### config.mk
export PLATFORM = sky130hd
export DESIGN_NAME = mult_arbiter_flat
export DESIGN_NICKNAME = d
export VERILOG_FILES = /design/src/rtl/mult_arbiter_if.sv /design/src/rtl/mult_arbiter.sv /design/src/flat_wrapper.sv
export SDC_FILE = /design/constraint.sdc
export NUM_CORES = 1
export LEC_CHECK = 0
export ABC_AREA = 1
export CORE_ASPECT_RATIO = 1.4
export CORE_MARGIN = 2
export CORE_UTILIZATION = 39
export DETAILED_ROUTE_END_ITERATION = 8
export GPL_TIMING_DRIVEN = 0
export HOLD_SLACK_MARGIN = 0.15
export PLACE_DENSITY = 0.79
export SYNTH_ARGS = -nofsm -noshare
export SYNTH_HDL_FRONTEND = slang
export SYNTH_SLANG_ARGS = --single-unit
### constraint.sdc
create_clock -name clk -period 1.6 [get_ports clk]
set_input_delay 0.32 -clock clk [delete_from_list [all_inputs] [get_ports clk]]
set_output_delay 0.32 -clock clk [all_outputs]
set_load 0.01 [all_outputs]
### src/rtl/mult_arbiter_if.sv
// Bundle of the two requester ports, the shared multiplier port and the
// result/status outputs of mult_arbiter.
// slave  : the arbiter side.
// master : the requesters plus the multiplier (drives requests and m_product).
// Handshake: a requester raises reqN with stable operands and holds both until
// it sees ackN high; ackN is a one-cycle pulse in the cycle after the accepting
// edge. rsp_valid is a one-cycle strobe with no back-pressure.
// fsm_state is a debug view of the arbiter FSM (0 IDLE, 1 LOAD, 2 RUN, 3 DONE).
interface mult_arbiter_if #(
    parameter int WIDTH = 6
);
    logic                   req0;
    logic                   req1;
    logic [WIDTH-1:0]       a0;
    logic [WIDTH-1:0]       b0;
    logic [WIDTH-1:0]       a1;
    logic [WIDTH-1:0]       b1;
    logic                   ack0;
    logic                   ack1;
    logic                   m_load;
    logic                   m_clr;
    logic [WIDTH-1:0]       m_a;
    logic [WIDTH-1:0]       m_b;
    logic [2*WIDTH-1:0]     m_product;
    logic                   rsp_valid;
    logic                   rsp_id;
    logic [2*WIDTH-1:0]     rsp_data;
    logic [15:0]            busy_cnt;
    logic [1:0]             fsm_state;

    modport slave (
        input  req0, req1, a0, b0, a1, b1, m_product,
        output ack0, ack1, m_load, m_clr, m_a, m_b,
        output rsp_valid, rsp_id, rsp_data, busy_cnt, fsm_state
    );

    modport master (
        output req0, req1, a0, b0, a1, b1, m_product,
        input  ack0, ack1, m_load, m_clr, m_a, m_b,
        input  rsp_valid, rsp_id, rsp_data, busy_cnt, fsm_state
    );
endinterface

### src/rtl/mult_arbiter.sv
// Round-robin arbiter sharing one multi-cycle multiplier between two
// requesters. One operation at a time: IDLE -> LOAD -> RUN (MULT_LAT cycles)
// -> DONE. Synchronous active-low reset.
// Optional feature: define MULT_ARB_BUSY_CNT_EN to enable the saturating
// busy-cycle counter on busy_cnt; otherwise busy_cnt is tied to 0.
module mult_arbiter #(
    parameter int WIDTH    = 6,
    parameter int MULT_LAT = 6
) (
    input  logic          clk,
    input  logic          rst,
    mult_arbiter_if.slave bus
);

    localparam int CW = (MULT_LAT < 2) ? 1 : $clog2(MULT_LAT);
    localparam logic [CW-1:0] RUN_LAST = CW'(MULT_LAT - 1);

    typedef enum logic [1:0] {
        IDLE = 2'd0,
        LOAD = 2'd1,
        RUN  = 2'd2,
        DONE = 2'd3
    } state_t;

    state_t               state;
    logic [CW-1:0]        run_cnt;
    logic                 rr_pri;      // 1: requester 1 wins a tie
    logic                 op_id;       // owner of the operation in flight
    logic                 ack0_q;
    logic                 ack1_q;
    logic                 m_load_q;
    logic                 m_clr_q;
    logic [WIDTH-1:0]     m_a_q;
    logic [WIDTH-1:0]     m_b_q;
    logic                 rsp_valid_q;
    logic                 rsp_id_q;
    logic [2*WIDTH-1:0]   rsp_data_q;
    logic                 grant_id;

    // Winner among the current requests; a lone request always wins.
    always_comb begin
        grant_id = 1'b0;
        if (bus.req0 && bus.req1) begin
            grant_id = rr_pri;
        end else if (bus.req1) begin
            grant_id = 1'b1;
        end
    end

    // Arbiter FSM with all outputs registered.
    always_ff @(posedge clk) begin
        if (!rst) begin
            state       <= IDLE;
            run_cnt     <= '0;
            rr_pri      <= 1'b0;
            op_id       <= 1'b0;
            ack0_q      <= 1'b0;
            ack1_q      <= 1'b0;
            m_load_q    <= 1'b0;
            m_clr_q     <= 1'b0;
            m_a_q       <= '0;
            m_b_q       <= '0;
            rsp_valid_q <= 1'b0;
            rsp_id_q    <= 1'b0;
            rsp_data_q  <= '0;
        end else begin
            ack0_q      <= 1'b0;
            ack1_q      <= 1'b0;
            m_load_q    <= 1'b0;
            m_clr_q     <= 1'b0;
            rsp_valid_q <= 1'b0;
            case (state)
                IDLE: begin
                    if (bus.req0 || bus.req1) begin
                        state    <= LOAD;
                        op_id    <= grant_id;
                        m_a_q    <= grant_id ? bus.a1 : bus.a0;
                        m_b_q    <= grant_id ? bus.b1 : bus.b0;
                        ack0_q   <= ~grant_id;
                        ack1_q   <= grant_id;
                        m_load_q <= 1'b1;
                        m_clr_q  <= 1'b1;
                        // The requester just served loses the next tie.
                        rr_pri   <= ~grant_id;
                    end
                end
                LOAD: begin
                    state   <= RUN;
                    run_cnt <= '0;
                end
                RUN: begin
                    if (run_cnt == RUN_LAST) begin
                        state       <= DONE;
                        rsp_data_q  <= bus.m_product;
                        rsp_id_q    <= op_id;
                        rsp_valid_q <= 1'b1;
                    end else begin
                        run_cnt <= run_cnt + 1'b1;
                    end
                end
                DONE: begin
                    state <= IDLE;
                end
                default: begin
                    state <= IDLE;
                end
            endcase
        end
    end

    assign bus.ack0      = ack0_q;
    assign bus.ack1      = ack1_q;
    assign bus.m_load    = m_load_q;
    assign bus.m_clr     = m_clr_q;
    assign bus.m_a       = m_a_q;
    assign bus.m_b       = m_b_q;
    assign bus.rsp_valid = rsp_valid_q;
    assign bus.rsp_id    = rsp_id_q;
    assign bus.rsp_data  = rsp_data_q;
    assign bus.fsm_state = state;

`ifdef MULT_ARB_BUSY_CNT_EN
    logic [15:0] busy_q;

    // Saturating count of edges spent outside IDLE.
    always_ff @(posedge clk) begin
        if (!rst) begin
            busy_q <= 16'd0;
        end else if (state != IDLE && busy_q != 16'hFFFF) begin
            busy_q <= busy_q + 16'd1;
        end
    end

    assign bus.busy_cnt = busy_q;
`else
    assign bus.busy_cnt = 16'd0;
`endif

endmodule
### src/flat_wrapper.sv
// flat-port wrapper written by rule: the top's interface ports become plain ports
module mult_arbiter_flat 
#(
    parameter int WIDTH    = 6,
    parameter int MULT_LAT = 6
)
  (clk, rst, bus_req0, bus_req1, bus_a0, bus_b0, bus_a1, bus_b1, bus_m_product, bus_ack0, bus_ack1, bus_m_load, bus_m_clr, bus_m_a, bus_m_b, bus_rsp_valid, bus_rsp_id, bus_rsp_data, bus_busy_cnt, bus_fsm_state);
  mult_arbiter_if #(.WIDTH(WIDTH)) bus_i ();
  input  logic clk;
  input  logic rst;
  input wire logic [$bits(bus_i.req0)-1:0] bus_req0;
  input wire logic [$bits(bus_i.req1)-1:0] bus_req1;
  input wire logic [$bits(bus_i.a0)-1:0] bus_a0;
  input wire logic [$bits(bus_i.b0)-1:0] bus_b0;
  input wire logic [$bits(bus_i.a1)-1:0] bus_a1;
  input wire logic [$bits(bus_i.b1)-1:0] bus_b1;
  input wire logic [$bits(bus_i.m_product)-1:0] bus_m_product;
  output wire logic [$bits(bus_i.ack0)-1:0] bus_ack0;
  output wire logic [$bits(bus_i.ack1)-1:0] bus_ack1;
  output wire logic [$bits(bus_i.m_load)-1:0] bus_m_load;
  output wire logic [$bits(bus_i.m_clr)-1:0] bus_m_clr;
  output wire logic [$bits(bus_i.m_a)-1:0] bus_m_a;
  output wire logic [$bits(bus_i.m_b)-1:0] bus_m_b;
  output wire logic [$bits(bus_i.rsp_valid)-1:0] bus_rsp_valid;
  output wire logic [$bits(bus_i.rsp_id)-1:0] bus_rsp_id;
  output wire logic [$bits(bus_i.rsp_data)-1:0] bus_rsp_data;
  output wire logic [$bits(bus_i.busy_cnt)-1:0] bus_busy_cnt;
  output wire logic [$bits(bus_i.fsm_state)-1:0] bus_fsm_state;
  assign bus_i.req0 = bus_req0;
  assign bus_i.req1 = bus_req1;
  assign bus_i.a0 = bus_a0;
  assign bus_i.b0 = bus_b0;
  assign bus_i.a1 = bus_a1;
  assign bus_i.b1 = bus_b1;
  assign bus_i.m_product = bus_m_product;
  assign bus_ack0 = bus_i.ack0;
  assign bus_ack1 = bus_i.ack1;
  assign bus_m_load = bus_i.m_load;
  assign bus_m_clr = bus_i.m_clr;
  assign bus_m_a = bus_i.m_a;
  assign bus_m_b = bus_i.m_b;
  assign bus_rsp_valid = bus_i.rsp_valid;
  assign bus_rsp_id = bus_i.rsp_id;
  assign bus_rsp_data = bus_i.rsp_data;
  assign bus_busy_cnt = bus_i.busy_cnt;
  assign bus_fsm_state = bus_i.fsm_state;
  mult_arbiter #(.WIDTH(WIDTH), .MULT_LAT(MULT_LAT)) u_core (.clk(clk), .rst(rst), .bus(bus_i));
endmodule
==> run_results.csv, run 1 <==
group,metric,value,unit
status,run_status,"completed",
synthesis,synth.distinct_cells,25,
critical_path,worst_ep_required_time,1280,ps
sta,skew,3.84,ps
detailed_routing,wirelength,4120,um
clock_tree,post_cts_buffers,0,
synthesis,avgSynthCellArea,7.39,um^2
detailed_routing,drt_iter0_markers,92,
critical_path,cp-start-kind,"register",
sta,report.final.slew_viol_count,0,
sta,final-hold-violation-count,0,
synthesis,synth_top_area_share,42.4,%
worst_hold_path,hold_end,"u_core.bus.ack1",
clock_tree,clockRootBuffer,"clkbuf_8",
clock_tree,path_clk_slew,70,ps
worst_hold_path,holdCritStartpoint,"bus_req1",
global_route,grt_max_degree,12,
finish,final_nets,368,
synthesis,synth-seq-area-share,42.4,%
finish,fin_area,2630,um^2
synthesis,synth_top_area_cell,"dfxtp_1",
detailed_routing,post-route-drc-count,0,
finish,final_common_cell,"clkdlybuf4s50_1",
sta,period_share,97.1,%
floorplan,initial_core_util,40.4,%
critical_path,crit_chain,"clkdlybuf4s50_1",
critical_path,r2r-end,"u_core.bus.m_a[2]",
critical_path,cp_top_family,"buffers and inverters",
global_route,grt-ovfl-total,0,
placement,hpwlAfterDp,3080,um
finish,drive_gt1_share,13.9,%
detailed_routing,dr.pass1.iters,4,
critical_path,crit_buf_inv,1,
sta,fin_crit,1550,ps
critical_path,worst-setup-path-type,"register to output port",
global_route,antenna_found_initial,0,
clock_tree,cts.sinks,36,
synthesis,synthesis.area,1700,um^2
critical_path,reg2reg_slack,130,ps
sta,layout_setup_ws,46.7,ps
finish,insertedDiodeCount,0,
placement,dp_slack,-213,ps
synthesis,yosys_warnings,0,
finish,fin_util,62.6,%
finish,n_fill_cell,397,
sta,fin_setup_tns,0,ps
sta,hold-worst-slack,403,ps
critical_path,cp-end-kind,"output port",
finish,final_cell_mix,"clkdlybuf4s50_1, nand2_1, nor2_1, dfxtp_1, buf_4",
worst_hold_path,hold_class,"input pin to register",
placement,place_congestion,0.815,
synthesis,syn-instance-count,230,
clock_tree,h-tree-depth,2,
detailed_routing,num_vias,1673,
clock_tree,clk_path_buf_depth,2,
critical_path,cpPeakStageDelay,560,ps
placement,port_buffers,70,
synthesis,yosys_register_bits,36,
detailed_routing,viasPerCell,4.55,
critical_path,crit_slowest_cell,"clkdlybuf4s50_1",
clock_tree,cts_tree,"done",
power,power,3.02,mW
sta,max_freq,644,MHz
global_route,first_global_vias,1521,
critical_path,reg2regPathDepth,8,
clock_tree,clk_latency,290,ps
finish,syn_to_final_growth,55.0,%
clock_tree,cts_buffers,5,
floorplan,core,4200,um^2
detailed_routing,postRouteAntennaNets,0,
floorplan,die_area,4910,um^2
floorplan,die_x,59.8,um
power,peakVddDrop,0.635,mV
floorplan,die_h,82.1,um
global_route,grt_pass1_wl,6560,um
floorplan,floorplan.rows,28,
power,p_leak,1.26,nW
critical_path,critPathMaxFanout,4,
critical_path,timing.rr.start,"u_core.bus.fsm_state[0]",
power,power.density,1150,nW/um^2
synthesis,synthTopCellsByArea,"dfxtp_1, nand2_1, nor2_1, buf_4, o21ai_0",
placement,placedCellCount,360,
sta,setup_viol,0,
finish,stdcell_count,368,
worst_hold_path,worstHoldPathCells,3,
floorplan,io_pins,88,
placement,dpl_cell_area,2510,um^2
critical_path,arrival,1230,ps
detailed_routing,wl_per_cell,11.2,um
sta,rsz0062_at_grt,"yes",
global_route,grt_use_total,17.4,%
job,drv_cap,0,
## layout make-up
cell class,instances,area [um^2],share of cell area (%)
clock buffer,6,82.6,3.14
buffer,25,178,6.75
sequential,36,722,27.4
clock inverter,2,10.0,0.380
multi-input combinational,168,825,31.3
timing repair buffer,70,701,26.6
inverter,16,60.1,2.28
tap,45,56.3,2.14
## worst max path at each step
stage | endpoint | slack [ps] | depth (start not counted) | startpoint
2_1_floorplan | u_core.bus.rsp_data[0] | 210 | 8 | u_core.bus.fsm_state[0]
3_3_place_gp | u_core.bus.m_a[4] | -200 | 5 | rst
3_5_place_dp | u_core.bus.rsp_data[6] | -210 | 5 | rst
4_1_cts | bus_fsm_state[0] | 30 | 1 | u_core.bus.fsm_state[0]
5_1_grt | u_core.bus.m_a[2] | -30 | 8 | u_core.bus.fsm_state[0]
6_report | bus_fsm_state[0] | 50 | 1 | u_core.bus.fsm_state[0]
## Yosys cell counts
library cell  count
ha_1              6
a21boi_2          1
nand2_2           2
nor3_1            2
o21ai_0          17
inv_1            13
o21ai_4           1
buf_2             3
a21oi_1           4
nor2_8            1
nand2_1          57
nor2_4            1
buf_4            18
nand4_1           5
inv_2             2
nor2_1           39
and2_1            1
nand3_1          13
dfxtp_1          36
clkbuf_1          3
conb_1            1
nand2_4           1
o22ai_1           1
buf_6             1
clkinv_1          1
## flip-flops by register name (all words and copies together) (netlist names)
| signal | cells |
|---|---|
| u_core.bus.fsm_state | 2 |
| u_core.rr_pri | 1 |
| u_core.bus.rsp_valid | 1 |
| u_core.bus.m_load | 1 |
| u_core.bus.m_b | 6 |
| u_core.run_cnt | 3 |
| u_core.bus.rsp_data | 12 |
| u_core.bus.rsp_id | 1 |
| u_core.bus.m_a | 6 |
| u_core.bus.ack0 | 1 |
| u_core.op_id | 1 |
| u_core.bus.ack1 | 1 |
## logic make-up after synthesis
kind of cell,synth area share [%]
simple gates,31.1
buf+inv,13.7
flops,42.4
compound gates,8.17
fa+ha+maj,4.42
other cells,0.221
## per-layer routing
layer  track usage, %  part of all wire, %  routed length, um
met5                0                    0                  0
met4             10.9                  3.2                130
met3             3.89                  8.3                342
met2             29.7                   48               1990
met1             19.2                   40               1650
## power breakdown
part           switching, mW  internal [mW]  total [mW]
clock                  0.326          0.343       0.670
combinational          0.635          0.584        1.22
sequential            0.0878           1.05        1.13
## what timing repair did
action | 4_1_cts | 5_1_grt
resized for setup | 1 | 10
hold buffers | 0 | 0
pin swaps | 0 | 0
endpoints found under the setup margin | 9 | 24
Power figures use the tool's default switching activity.
==> run 2, diff against run 1 <==
Settings changed: SLEW_MARGIN from default to 5, TNS_END_PERCENT from default to 30.
==> results of run 2 <==
Final layout, timing and power as in run 1 (identical DEF).
